**src/rtl/line_buffer_frame_sequencer.sv**
```systemverilog
// Frame sequencer for the 4-line line buffer feeding the 3x3 convolution core.
// Frames a raster pixel stream with one top and two bottom pad lines, drives
// the buffer write/clear controls and tags each completed 3x3 window.
module line_buffer_frame_sequencer #(
    parameter int               IMG_WIDTH    = 640,
    parameter int               IMG_HEIGHT   = 480,
    parameter int               PIX_W        = 16,
    parameter logic [PIX_W-1:0] PAD_VALUE    = '0,
    parameter int               FLUSH_CYCLES = 4
) (
    input  logic                          write_clk,
    input  logic                          reset_n,
    input  logic                          s_valid,
    output logic                          s_ready,
    input  logic [PIX_W-1:0]              s_data,
    input  logic                          s_sof,
    input  logic                          s_eol,
    output logic                          lb_write,
    output logic [PIX_W-1:0]              lb_pixel,
    output logic                          lb_reset_n,
    output logic                          win_valid,
    output logic [$clog2(IMG_HEIGHT)-1:0] win_row,
    output logic [$clog2(IMG_WIDTH)-1:0]  win_col,
    output logic                          win_border,
    output logic                          frame_done,
    output logic                          err_line,
    output logic                          err_sof
);

    localparam int CW = $clog2(IMG_WIDTH);
    localparam int RW = $clog2(IMG_HEIGHT);
    // line counter must reach H+3 after the final pad beat without wrapping
    localparam int WW = $clog2(IMG_HEIGHT + 4);
    localparam int FW = $clog2(FLUSH_CYCLES + 1);

    localparam logic [CW-1:0] COL_LAST   = CW'(IMG_WIDTH - 1);
    localparam logic [RW-1:0] ROW_LAST   = RW'(IMG_HEIGHT - 1);
    localparam logic [WW-1:0] W_IMG_LAST = WW'(IMG_HEIGHT);
    localparam logic [WW-1:0] W_PAD_LAST = WW'(IMG_HEIGHT + 2);
    localparam logic [WW-1:0] W_WIN_MIN  = WW'(3);
    localparam logic [FW-1:0] FL_LAST    = FW'(FLUSH_CYCLES - 1);

    typedef enum logic [2:0] {FLUSH, IDLE, TOPPAD, RUN, BOTPAD} state_t;

    state_t            state, nxt;
    logic [FW-1:0]     flush_cnt;
    logic [CW-1:0]     col;
    logic [WW-1:0]     w;
    logic [PIX_W-1:0]  hold_pix;
    logic              hold_eol;

    logic              beat, eol_chk, beat_eol, sof_take, abort, done;
    logic [PIX_W-1:0]  beat_pix;
    logic              line_end;

    logic [1:0]        vld_pipe;
    logic [RW-1:0]     tag_row;
    logic [CW-1:0]     tag_col;

    assign line_end   = (col == COL_LAST);
    assign lb_reset_n = (state != FLUSH);
    assign win_valid  = vld_pipe[1];

    // state register
    always_ff @(posedge write_clk) begin
        if (!reset_n) state <= FLUSH;
        else          state <= nxt;
    end

    // next state, beat generation and handshake
    always_comb begin
        nxt      = state;
        s_ready  = 1'b0;
        beat     = 1'b0;
        beat_pix = PAD_VALUE;
        eol_chk  = 1'b0;
        beat_eol = 1'b0;
        sof_take = 1'b0;
        abort    = 1'b0;
        done     = 1'b0;
        case (state)
            FLUSH: if (flush_cnt == FL_LAST) nxt = IDLE;
            IDLE: begin
                s_ready = 1'b1;
                if (s_valid && s_sof) begin
                    sof_take = 1'b1;
                    nxt      = TOPPAD;
                end
            end
            TOPPAD: begin
                beat = 1'b1;
                // after the pad line wraps, the held sof pixel goes out at (1,0)
                if (w == WW'(1)) begin
                    beat_pix = hold_pix;
                    eol_chk  = 1'b1;
                    beat_eol = hold_eol;
                    nxt      = RUN;
                end
            end
            RUN: begin
                s_ready = 1'b1;
                if (s_valid) begin
                    if (s_sof) begin
                        abort = 1'b1;
                        nxt   = FLUSH;
                    end else begin
                        beat     = 1'b1;
                        beat_pix = s_data;
                        eol_chk  = 1'b1;
                        beat_eol = s_eol;
                        if (w == W_IMG_LAST && line_end) nxt = BOTPAD;
                    end
                end
            end
            BOTPAD: begin
                beat = 1'b1;
                if (w == W_PAD_LAST && line_end) begin
                    done = 1'b1;
                    nxt  = FLUSH;
                end
            end
            default: nxt = FLUSH;
        endcase
    end

    // counters, held sof pixel, buffer write port and error flags
    always_ff @(posedge write_clk) begin
        if (!reset_n) begin
            flush_cnt  <= '0;
            col        <= '0;
            w          <= '0;
            hold_pix   <= '0;
            hold_eol   <= 1'b0;
            lb_write   <= 1'b0;
            lb_pixel   <= '0;
            err_line   <= 1'b0;
            err_sof    <= 1'b0;
            frame_done <= 1'b0;
        end else begin
            flush_cnt  <= (state == FLUSH) ? flush_cnt + 1'b1 : '0;
            lb_write   <= beat;
            err_sof    <= abort;
            frame_done <= done;
            if (beat) lb_pixel <= beat_pix;
            if (sof_take) begin
                hold_pix <= s_data;
                hold_eol <= s_eol;
                col      <= '0;
                w        <= '0;
            end else if (beat) begin
                if (line_end) begin
                    col <= '0;
                    w   <= w + 1'b1;
                end else begin
                    col <= col + 1'b1;
                end
            end
            // the column counter is authoritative; a misplaced or missing eol only flags
            if (beat && eol_chk && (beat_eol != line_end)) err_line <= 1'b1;
        end
    end

    // two-stage window tag pipeline; an abort kills the tag still in flight
    always_ff @(posedge write_clk) begin
        if (!reset_n) begin
            vld_pipe   <= '0;
            tag_row    <= '0;
            tag_col    <= '0;
            win_row    <= '0;
            win_col    <= '0;
            win_border <= 1'b0;
        end else begin
            vld_pipe[0] <= beat && (w >= W_WIN_MIN);
            vld_pipe[1] <= vld_pipe[0] & ~abort;
            tag_row     <= RW'(w - W_WIN_MIN);
            tag_col     <= col;
            if (vld_pipe[0] & ~abort) begin
                win_row    <= tag_row;
                win_col    <= tag_col;
                win_border <= (tag_row == '0) || (tag_row == ROW_LAST) ||
                              (tag_col == '0) || (tag_col == COL_LAST);
            end
        end
    end

endmodule

```
**config.mk**
```make
export PLATFORM = sky130hd
export DESIGN_NAME = line_buffer_frame_sequencer
export DESIGN_NICKNAME = d
export VERILOG_FILES = /design/src/rtl/line_buffer_frame_sequencer.sv
export SDC_FILE = /design/constraint.sdc
export NUM_CORES = 1
export LEC_CHECK = 0
export ABC_AREA = 1
export ABC_CLOCK_PERIOD_IN_PS = 3200
export CORE_ASPECT_RATIO = 0.5
export CORE_MARGIN = 4
export CORE_UTILIZATION = 58
export CTS_CLUSTER_SIZE = 25
export DETAILED_ROUTE_END_ITERATION = 16
export PLACE_DENSITY = 0.84
export SLEW_MARGIN = 20
export SYNTH_ARGS = -nofsm -noshare
export SYNTH_HDL_FRONTEND = slang
export SYNTH_SLANG_ARGS = --single-unit
export TNS_END_PERCENT = 100
```
**constraint.sdc**
```tcl
create_clock -name write_clk -period 3.2 [get_ports write_clk]
set_input_delay 0.32 -clock write_clk [delete_from_list [all_inputs] [get_ports write_clk]]
set_output_delay 0.32 -clock write_clk [all_outputs]
set_load 0.01 [all_outputs]
```
# ---- Word-level counts from Yosys, hierarchy flattened
# Cells that the tools add are included.
dict set report word_totals {
  inputBits 21
  output_inout_bits 43
  elab_cells 92
  regBits 103
}
dict set report op_classes {
  reduce_logical 20
  n_addsub 4
  eq_ne 18
  magnitude_cmp 1
  muxes 29
  bitwise_logic 3
}
# op n
set op_table {}
lappend op_table {{16-bit two-way mux} 3}
lappend op_table {{16-bit one-hot mux with 2 select lines} 1}
lappend op_table {{9-bit equality test, second input constant} 3}
lappend op_table {{3-bit two-way mux} 7}
lappend op_table {{10-bit equality test, second input constant} 2}
lappend op_table {{3-bit one-hot mux with 5 select lines} 1}
lappend op_table {{1-bit two-way mux} 13}
lappend op_table {{10-bit by 1-bit adder with 10-bit output, second input constant} 1}
lappend op_table {{10-bit zero test} 1}
lappend op_table {{10-bit two-way mux} 1}
lappend op_table {{2-bit != test, second input constant} 5}
lappend op_table {{9-bit by 1-bit adder with 9-bit output, second input constant} 1}
lappend op_table {{3-bit by 2-bit equality test with 1-bit output, second input constant} 3}
lappend op_table {{9-bit by 1-bit equality test with 1-bit output, second input constant} 1}
lappend op_table {{9-bit by 2-bit greater-or-equal comparator with 1-bit output, second input constant} 1}
lappend op_table {{9-bit zero test} 1}
lappend op_table {{9-bit by 2-bit subtractor with 9-bit output, second input constant} 1}
lappend op_table {{1-bit logical AND} 6}
lappend op_table {{1-bit one-hot mux with 2 select lines} 3}
lappend op_table {{2-bit AND reduction} 3}
lappend op_table {{6-bit AND reduction} 1}
lappend op_table {{2-bit OR reduction} 3}
lappend op_table {{3-bit by 1-bit adder with 3-bit output, second input constant} 1}
lappend op_table {{3-bit by 1-bit equality test with 1-bit output, second input constant} 1}
lappend op_table {{other kinds (8)} 11}

# ---- Logic depth before layout (Yosys ltp)
# Gate-level depths: netlist of run 1.
dict set report logic_depth {
  depth_word 6
  ltp_mapped 12
  mapped_depth_nobuf 12
}

# ---- Least setup slack after synthesis of run 1
# No wires, ideal clock.
dict set report synth_path {
  path_kind {flip-flop to flip-flop}
  startpoint {register col[0]}
  endpoint {register w[5]}
  path_buffers 0
  required_time_ns 3.085
  setup_time_ns 0.115
  period_less_slack_ns 1.557
  t_arrival_ns 1.442
  path_stages_with_launch 10
  path_slack_ns 1.643
  cell_sequence {dfxtp_1 > ha_1 > nand3_1 > nor2_1 > nand2_1 > nor2_4 > nand2_4 > nand2_4 > inv_1 > o21a_1}
}
dict set report synth_via {
  elab_chain_cells 2
}
# element line_no
set synth_lines {}
lappend synth_lines {{start, declared} 47} ;# logic [CW-1:0] col;
lappend synth_lines {{start signal, assigned} 155} ;# col <= col + 1'b1;
lappend synth_lines {{10-bit equality test} 60} ;# assign line_end = (col == COL_LAST);
lappend synth_lines {{2-bit AND reduction (no line)} --}
lappend synth_lines {{end signal, assigned} 153} ;# w <= w + 1'b1;
lappend synth_lines {{end, declared} 48} ;# logic [WW-1:0] w;
# Every way passes these cells.
# A chain may end at the register's enable or synchronous reset.

# ---- Worst setup path after layout of run 1
dict set report layout_path {
  startpoint {register state[0]}
  endpoint {register win_col[7]}
}
dict set report layout_via {
  elab_chain_cells 4
}
# element line_no
set layout_lines {}
lappend layout_lines {{start, declared} 45} ;# state_t state, nxt;
lappend layout_lines {{start signal, assigned} 67} ;# else state <= nxt;
lappend layout_lines {{3-bit by 2-bit equality test with 1-bit output} 81} ;# case (state)
lappend layout_lines {{1-bit two-way mux} 81}
lappend layout_lines {{1-bit inverter} 177} ;# if (vld_pipe[0] & ~abort) begin
lappend layout_lines {{1-bit bitwise AND} 177}
lappend layout_lines {{end signal, assigned} 179} ;# win_col <= tag_col;
lappend layout_lines {{end, declared} 23} ;# output logic [$clog2(IMG_WIDTH)-1:0] win_col,
# Every way passes these cells.

==> metrics.md, run 1 <==
| Metric | Value |
|---|---|
| Top Family by Delay on Critical Path | simple AND/OR/NAND/NOR gates |
| Critical path required time | 3.41 ns |
| Prevailing post-synth register cell | dfxtp_1 |
| Final ANT Viol Nets | 0 |
| CP Buf/Inv Count | 1 |
| Wire per inst | 12.9 um |
| Mapped Cells | 613 |
| Hold WS | 0.431 ns |
| Syn nets | 641 |
| CP cell instances | nand2_1, nor2_1, nand3_1, nand2_2, inv_1, o21ai_0, a21oi_1 |
| Post-CTS setup-driven buffer insertion count | 0 |
| Mux contribution to synthesized area | 0% |
| DRT Pass-1 Iters | 5 |
| Post-CTS Resized | 0 |
| Clock-pin slew on the worst setup and hold paths | 0.07 ns |
| Worst-Margin Slew | 0.677 ns |
| Width of the die | 133 um |
| Final Max Slew Viols | 0 |
| Max-slew headroom | 54.7% |
| LEAKAGE | 0.00234 uW |
| Synth Area in Compound Gates | 10.5% |
| R2R cell count | 7 |
| Final Power | 2940 uW |
| Hold Path Cell Cnt | 1 |
| Hold Buf Count CTS | 0 |
| Syn avg cell area | 7.33 um^2 |
| Setup CP Type | flip-flop to flip-flop |
| Combinational family with the most area after synthesis | simple AND/OR/NAND/NOR gates |
| Post-synth cell types | 39 |
| Antenna Cells | 0 |
| Cell Area, Synth | 0.00450 mm^2 |
| Sum Neg Setup Slack | 0 ns |
| Worst reg2reg path startpoint | state[0] |
| Sequential fraction of the synthesis area | 45.9% |
| TritonCTS clock tree | built |
| Worst-skew pair later-pin latency | 0.34 ns |
| Post-DP HPWL | 6820 um |
| Share of cells above drive strength 1 | 6.69% |
| Top post-synthesis cells by area | dfxtp_1, nand2_1, nor2_1 |
| Async S/R FF share, synth | 0% |
| HP Class | flip-flop to flip-flop |
| CP Capture Type | flip-flop |
| VDD IR max | 0.321 mV |
| WL final | 9920 um |
| Gr usage total | 21.8% |
| HP Start | flush_cnt[0] |
| Core Box Area | 0.00743 mm^2 |
| Post-synthesis simple-gate area fraction | 30.8% |
| Final period util | 60.8% |
| Endpoints failing hold | 0 |
| Root Driver | clkbuf_16 |
| Max-cap check violation count | 0 |
| Clock skew | 0.00405 ns |
| FMAX | 0.514 GHz |
| Largest net degree at the start of global routing | 68 |
| Top-Level Pins | 64 |
| DR vias | 3993 |
| Delay of the slowest critical-path stage | 0.48 ns |
| DIE AREA | 0.00931 mm^2 |
| GPL Wtd Cong | 0.887 |
| Synth warn | 0 |
| Layout area overhead | 20.8% |
| First-pass GRT wire length | 16600 um |
| Area share of fa/ha/maj cells after synthesis | 1.95% |
| H-Tree Depth | 3 |
| Die Y-Extent | 70.3 um |
| Clock sink count | 103 |
| Startpoint Class | flip-flop |
| Worst EP arrival | 2.15 ns |
| Total power divided by cell area | 541 mW/mm^2 |
| DRC | 0 |
| Num CTS Buffers | 9 |
| Crit path time final | 1.95 ns |
| Crit path max fanout | 23 |
| Layout Nets | 696 |
| Worst Hold End | flush_cnt[0] |
| Post-synthesis share of cell area spent on xor and xnor gates | 1.36% |
| Seq cells post-synth | 103 |
| RSZ-0062 raised after global routing | false |
| Top cell type's share of synthesized area | 45.9% |
| Initial antenna violation count | 0 |
| Final-report setup violation count | 0 |
| Post-place setup slack | 1.07 ns |
| Worst R2R Setup Slack | 1.25 ns |
| Outcome | completed |
| IO Port Bufs | 63 |
| Vias in the first global route | 3666 |
| FP Rows | 22 |
| RR Endpoint | win_col[7] |
| Initial DRC count | 247 |
| Clk buf depth | 2 |
| Number of flops mapped to enable cells by yosys | 0 |
| Worst setup margin | 1.25 ns |
| Initial Utilization | 60.5% |
| Vias per cell | 5.19 |
| Grt ovf | 0 |
| Largest area contributor in the netlist | dfxtp_1 |
| Worst-path cell with the longest stage delay | dfxtp_1 |
## cell usage after synthesis (3+ instances only)
library cell and number:
nand2_1 125, dfxtp_1 103, nor2_1 98, inv_1 77, o21ai_0 39, nand3_1 38
a21oi_1 31, clkbuf_1 11, nand4_1 10, o211ai_1 10, ha_1 7, nor3_1 7
xor2_1 7, inv_2 5, nor2_2 5, nor2_4 5, buf_6 4, o21a_1 4
nand2_2 3
## placed cells by master (no fill, tap or decap), types with 3 or more instances in the layout
master,netlist,final
nor2_1,98,98
clkbuf_16,0,9
nor2_4,5,5
nand2_1,125,125
nor3_1,7,7
ha_1,7,7
o211ai_1,10,10
nor2_2,5,5
inv_2,5,5
o21a_1,4,4
inv_1,77,77
xor2_1,7,7
clkdlybuf4s50_1,0,62
dfxtp_1,103,103
nand3_1,38,38
nand4_1,10,10
nand2_2,3,3
a21oi_1,31,31
o21ai_0,39,39
## worst max path at each step
stage	slack [ns]	startpoint	to	depth (start not counted)
2_1_floorplan	1.64	col[0]	w[5]	9
3_3_place_gp	1.13	s_sof	win_border	7
3_5_place_dp	1.07	s_sof	lb_pixel[11]	9
5_1_grt	1.12	state[0]	win_col[7]	7
6_report	1.25	state[0]	win_col[7]	7
4_1_cts	1.27	state[0]	s_ready	3
## cell type report
| type | count | area, um^2 |
|---|---|---|
| Sequential cell | 103 | 2060 |
| Multi-Input combinational cell | 406 | 2010 |
| Fill cell | 594 | 2000 |
| Timing Repair Buffer | 64 | 633 |
| Inverter | 84 | 318 |
| Clock buffer | 11 | 233 |
| Tap cell | 96 | 120 |
| Clock inverter | 5 | 58.8 |
## worst register-to-register path, delay by kind of cell, from the launching register on
family,cells,cell delay (ns)
compound gates,2,0.40
simple gates,4,0.58
buf+inv,1,0.35
flops,1,0.48
## where the power goes
part | total [uW] | internal (uW) | switching, uW
combinational | 457 | 173 | 284
clock | 1080 | 607 | 472
sequential | 1400 | 1350 | 51.7
## state kept, by name, summed over array words and instances (netlist names), 2 cells and up
signal	flops
hold_pix	16
lb_pixel	16
col	10
tag_col	10
win_col	10
tag_row	9
w	9
win_row	9
flush_cnt	3
state	3
vld_pipe	2
## stage by stage
step	instance area [um^2]	util, %	instances
floorplan	4500	-	613
global placement	5140	69.1	753
detailed placement	5140	69.1	753
CTS	5430	73.1	769
global route	5430	73.1	769
finish	5430	73.1	769
## logic make-up (layout without fill, tap and decap cells)
logic type | after synthesis | count (layout)
simple gates | 305 | 305
buf+inv | 104 | 164
flops | 103 | 103
compound gates | 87 | 87
fa+ha+maj | 7 | 7
xor+xnor | 7 | 7
## per-layer routing
layer,routed length (um),GRT usage (%),vias to the layer above,part of all wire (%)
li1,-,-,2042,-
met1,4580,26.7,1841,46
met2,4710,37.3,99,47
met3,534,6.55,11,5.4
met4,94,6.45,0,0.95
met5,0,0,-,0
Note: power is estimated with default switching activity, not from simulation.
==> run 2, diff against run 1 <==
ABC_CLOCK_PERIOD_IN_PS = 1800   (was 3200)
CORE_UTILIZATION = 54   (was 58)
PLACE_DENSITY = 0.79   (was 0.84)
clock period = 1.8 ns   (was 3.2 ns; I/O delays follow)
==> metrics.md, run 2 (same netlist as run 1, synthesis figures left out) <==
| Metric | Value |
|---|---|
| Startpoint Class | flip-flop |
| TritonCTS clock tree | built |
| Crit path time final | 1.75 ns |
| Endpoints failing hold | 0 (unchanged) |
| DIE AREA | 0.00994 mm^2 (+6.8%) |
| Final period util | 97.1% |
| Top-Level Pins | 64 (unchanged) |
| Layout Nets | 728 (+4.6%) |
| Initial DRC count | 228 (-7.7%) |
| Worst-Margin Slew | 0.582 ns (-0.0949 ns) |
| DRC | 0 (unchanged) |
| LEAKAGE | 0.00255 uW (+8.6%) |
| First-pass GRT wire length | 17100 um (+2.9%) |
| Core Box Area | 0.00806 mm^2 (+8.4%) |
| Fin area | 0.00577 mm^2 (+6.2%) |
| Final ANT Viol Nets | 0 (unchanged) |
| Sum Neg Setup Slack | 0 ns (unchanged) |
| Worst-skew pair later-pin latency | 0.35 ns (about the same) |
| Antenna Cells | 0 (unchanged) |
| Setup CP Type | flip-flop to output port |
| Share of cells above drive strength 1 | 12.3% (+5.7 points) |
| R2R cell count | 11 (+4) |
| Top flop regs | hold_pix x16, lb_pixel x16 |
| Final Max Slew Viols | 0 (unchanged) |
| Fill cells | 648 (+9.1%) |
| Clock-pin slew on the worst setup and hold paths | 0.06 ns (about the same) |
| Vias per cell | 4.98 (-4.1%) |
| H-Tree Depth | 3 (unchanged) |
| WL final | 10500 um (+6.1%) |
| Root Driver | clkbuf_16 |
| Clk buf depth | 2 (unchanged) |
| Vias in the first global route | 3699 (+0.90%) |
| Clock skew | 0.00495 ns (+0.000895 ns) |
| IO Port Bufs | 63 (unchanged) |
| HP Class | input port to flip-flop |
| Post-DP HPWL | 7300 um (+7.0%) |
| Post-DP Area | 0.00535 mm^2 (+4.1%) |
| Setup crit start | state[1] |
| Total power divided by cell area | 950 mW/mm^2 (+75%) |
| Layout area overhead | 28.3% |
| FP Rows | 23 (+4.5%) |
| Die Y-Extent | 72.5 um (+3.2%) |
| Worst EP arrival | 1.57 ns (-0.58 ns) |
| Wire per inst | 12.9 um (about the same) |
| Max-cap check violation count | 0 (unchanged) |
| Worst reg2reg path startpoint | col[0] |
| Clock sink count | 103 (unchanged) |
| Grt ovf | 0 (unchanged) |
| Outcome | completed |
| Width of the die | 137 um (+3.4%) |
| CP Capture Type | output port |
| Initial Utilization | 55.8% (-4.7 points) |
| Largest net degree at the start of global routing | 68 (unchanged) |
| Hold Buf Count CTS | 0 (unchanged) |
| Most frequent cells in the layout | nand2_1, dfxtp_1, nor2_1 |
| FMAX | 0.572 GHz |
| Initial antenna violation count | 0 (unchanged) |
| Critical path required time | 1.62 ns (-1.79 ns) |
| Leading cell type in the layout, fill and taps excluded | nand2_1 |
| Hold Path Cell Cnt | 5 (+4) |
| Num CTS Buffers | 9 (unchanged) |
| DRT Pass-1 Iters | 4 (-1) |
| VDD IR max | 0.664 mV (+110%) |
| HP Start | reset_n |
| DR vias | 4069 (+1.9%) |
| GPL Wtd Cong | 0.927 (+4.5%) |
| Final-report setup violation count | 0 (unchanged) |
| Crit path max fanout | 7 (-70%) |
| Gr usage total | 21.8% (-0.049 points) |
| Max-slew headroom | 61.2% (+6.5 points) |
==> run 2: changes by cell type in the layout (fill, tap and decap cells not counted), sizes merged <==
cell	delta
buf	+32
clkbuf	+1
clkinvlp	-1
==> run 2: cell type report <==
cell class / instances / area, um^2 / share of cell area, %
clock inverter: 4 / 55.1 / 0.954
tap: 112 / 140 / 2.43
inverter: 84 / 320 / 5.55
timing repair buffer: 96 / 898 / 15.6
clock buffer: 12 / 246 / 4.27
multi-input combinational: 406 / 2040 / 35.4
sequential: 103 / 2070 / 35.8
==> run 2: worst paths after layout <==
check / slack [ns] / end
hold reg to reg: 0.42 / flush_cnt[0]
setup / recovery: 0.05 / lb_reset_n
hold / removal: 0.25 / col[8]
setup reg to reg: 0.12 / state[0]
==> run 2: routing by layer <==
metal	vias up	track usage (%)	share of wire [%]
met3	12	5.75	4.7
li1	2110	-	-
met1	1863	27.4	46
met4	0	6.19	1.1
met2	84	37.2	48
met5	-	0	0
==> run 2: what timing repair did <==
action,in CTS,in global routing
pin swaps,1,4
setup endpoints to repair,2,26
resized for setup,0,14
setup buffers,1,7
==> run 2: worst max-delay path, stage by stage (launching register included) <==
cell	delay, ns
dfxtp_1	0.43
inv_2	0.14
nand2_1	0.11
clkdlybuf4s50_1	0.54
==> run 2: where the power goes <==
group          total (uW)  internal [uW]  switching, uW
clock network        1960           1120            837
logic                1010            428            577
registers            2510           2410            102
total                5480           3960           1520
==> run 2: metrics by stage <==
stage	setup slack, ns	power (uW)	std cells	utilization [%]	hold slack [ns]
finish	0.0527	5480	817	71.6	0.254
floorplan	0.243	3140	613	-	0.315
global route	-0.00577	5720	817	71.6	0.273
CTS	0.00411	5390	810	70.2	0.250
detailed placement	-0.0106	3440	793	66.4	0.415
global placement	0.0287	3410	793	66.4	0.408
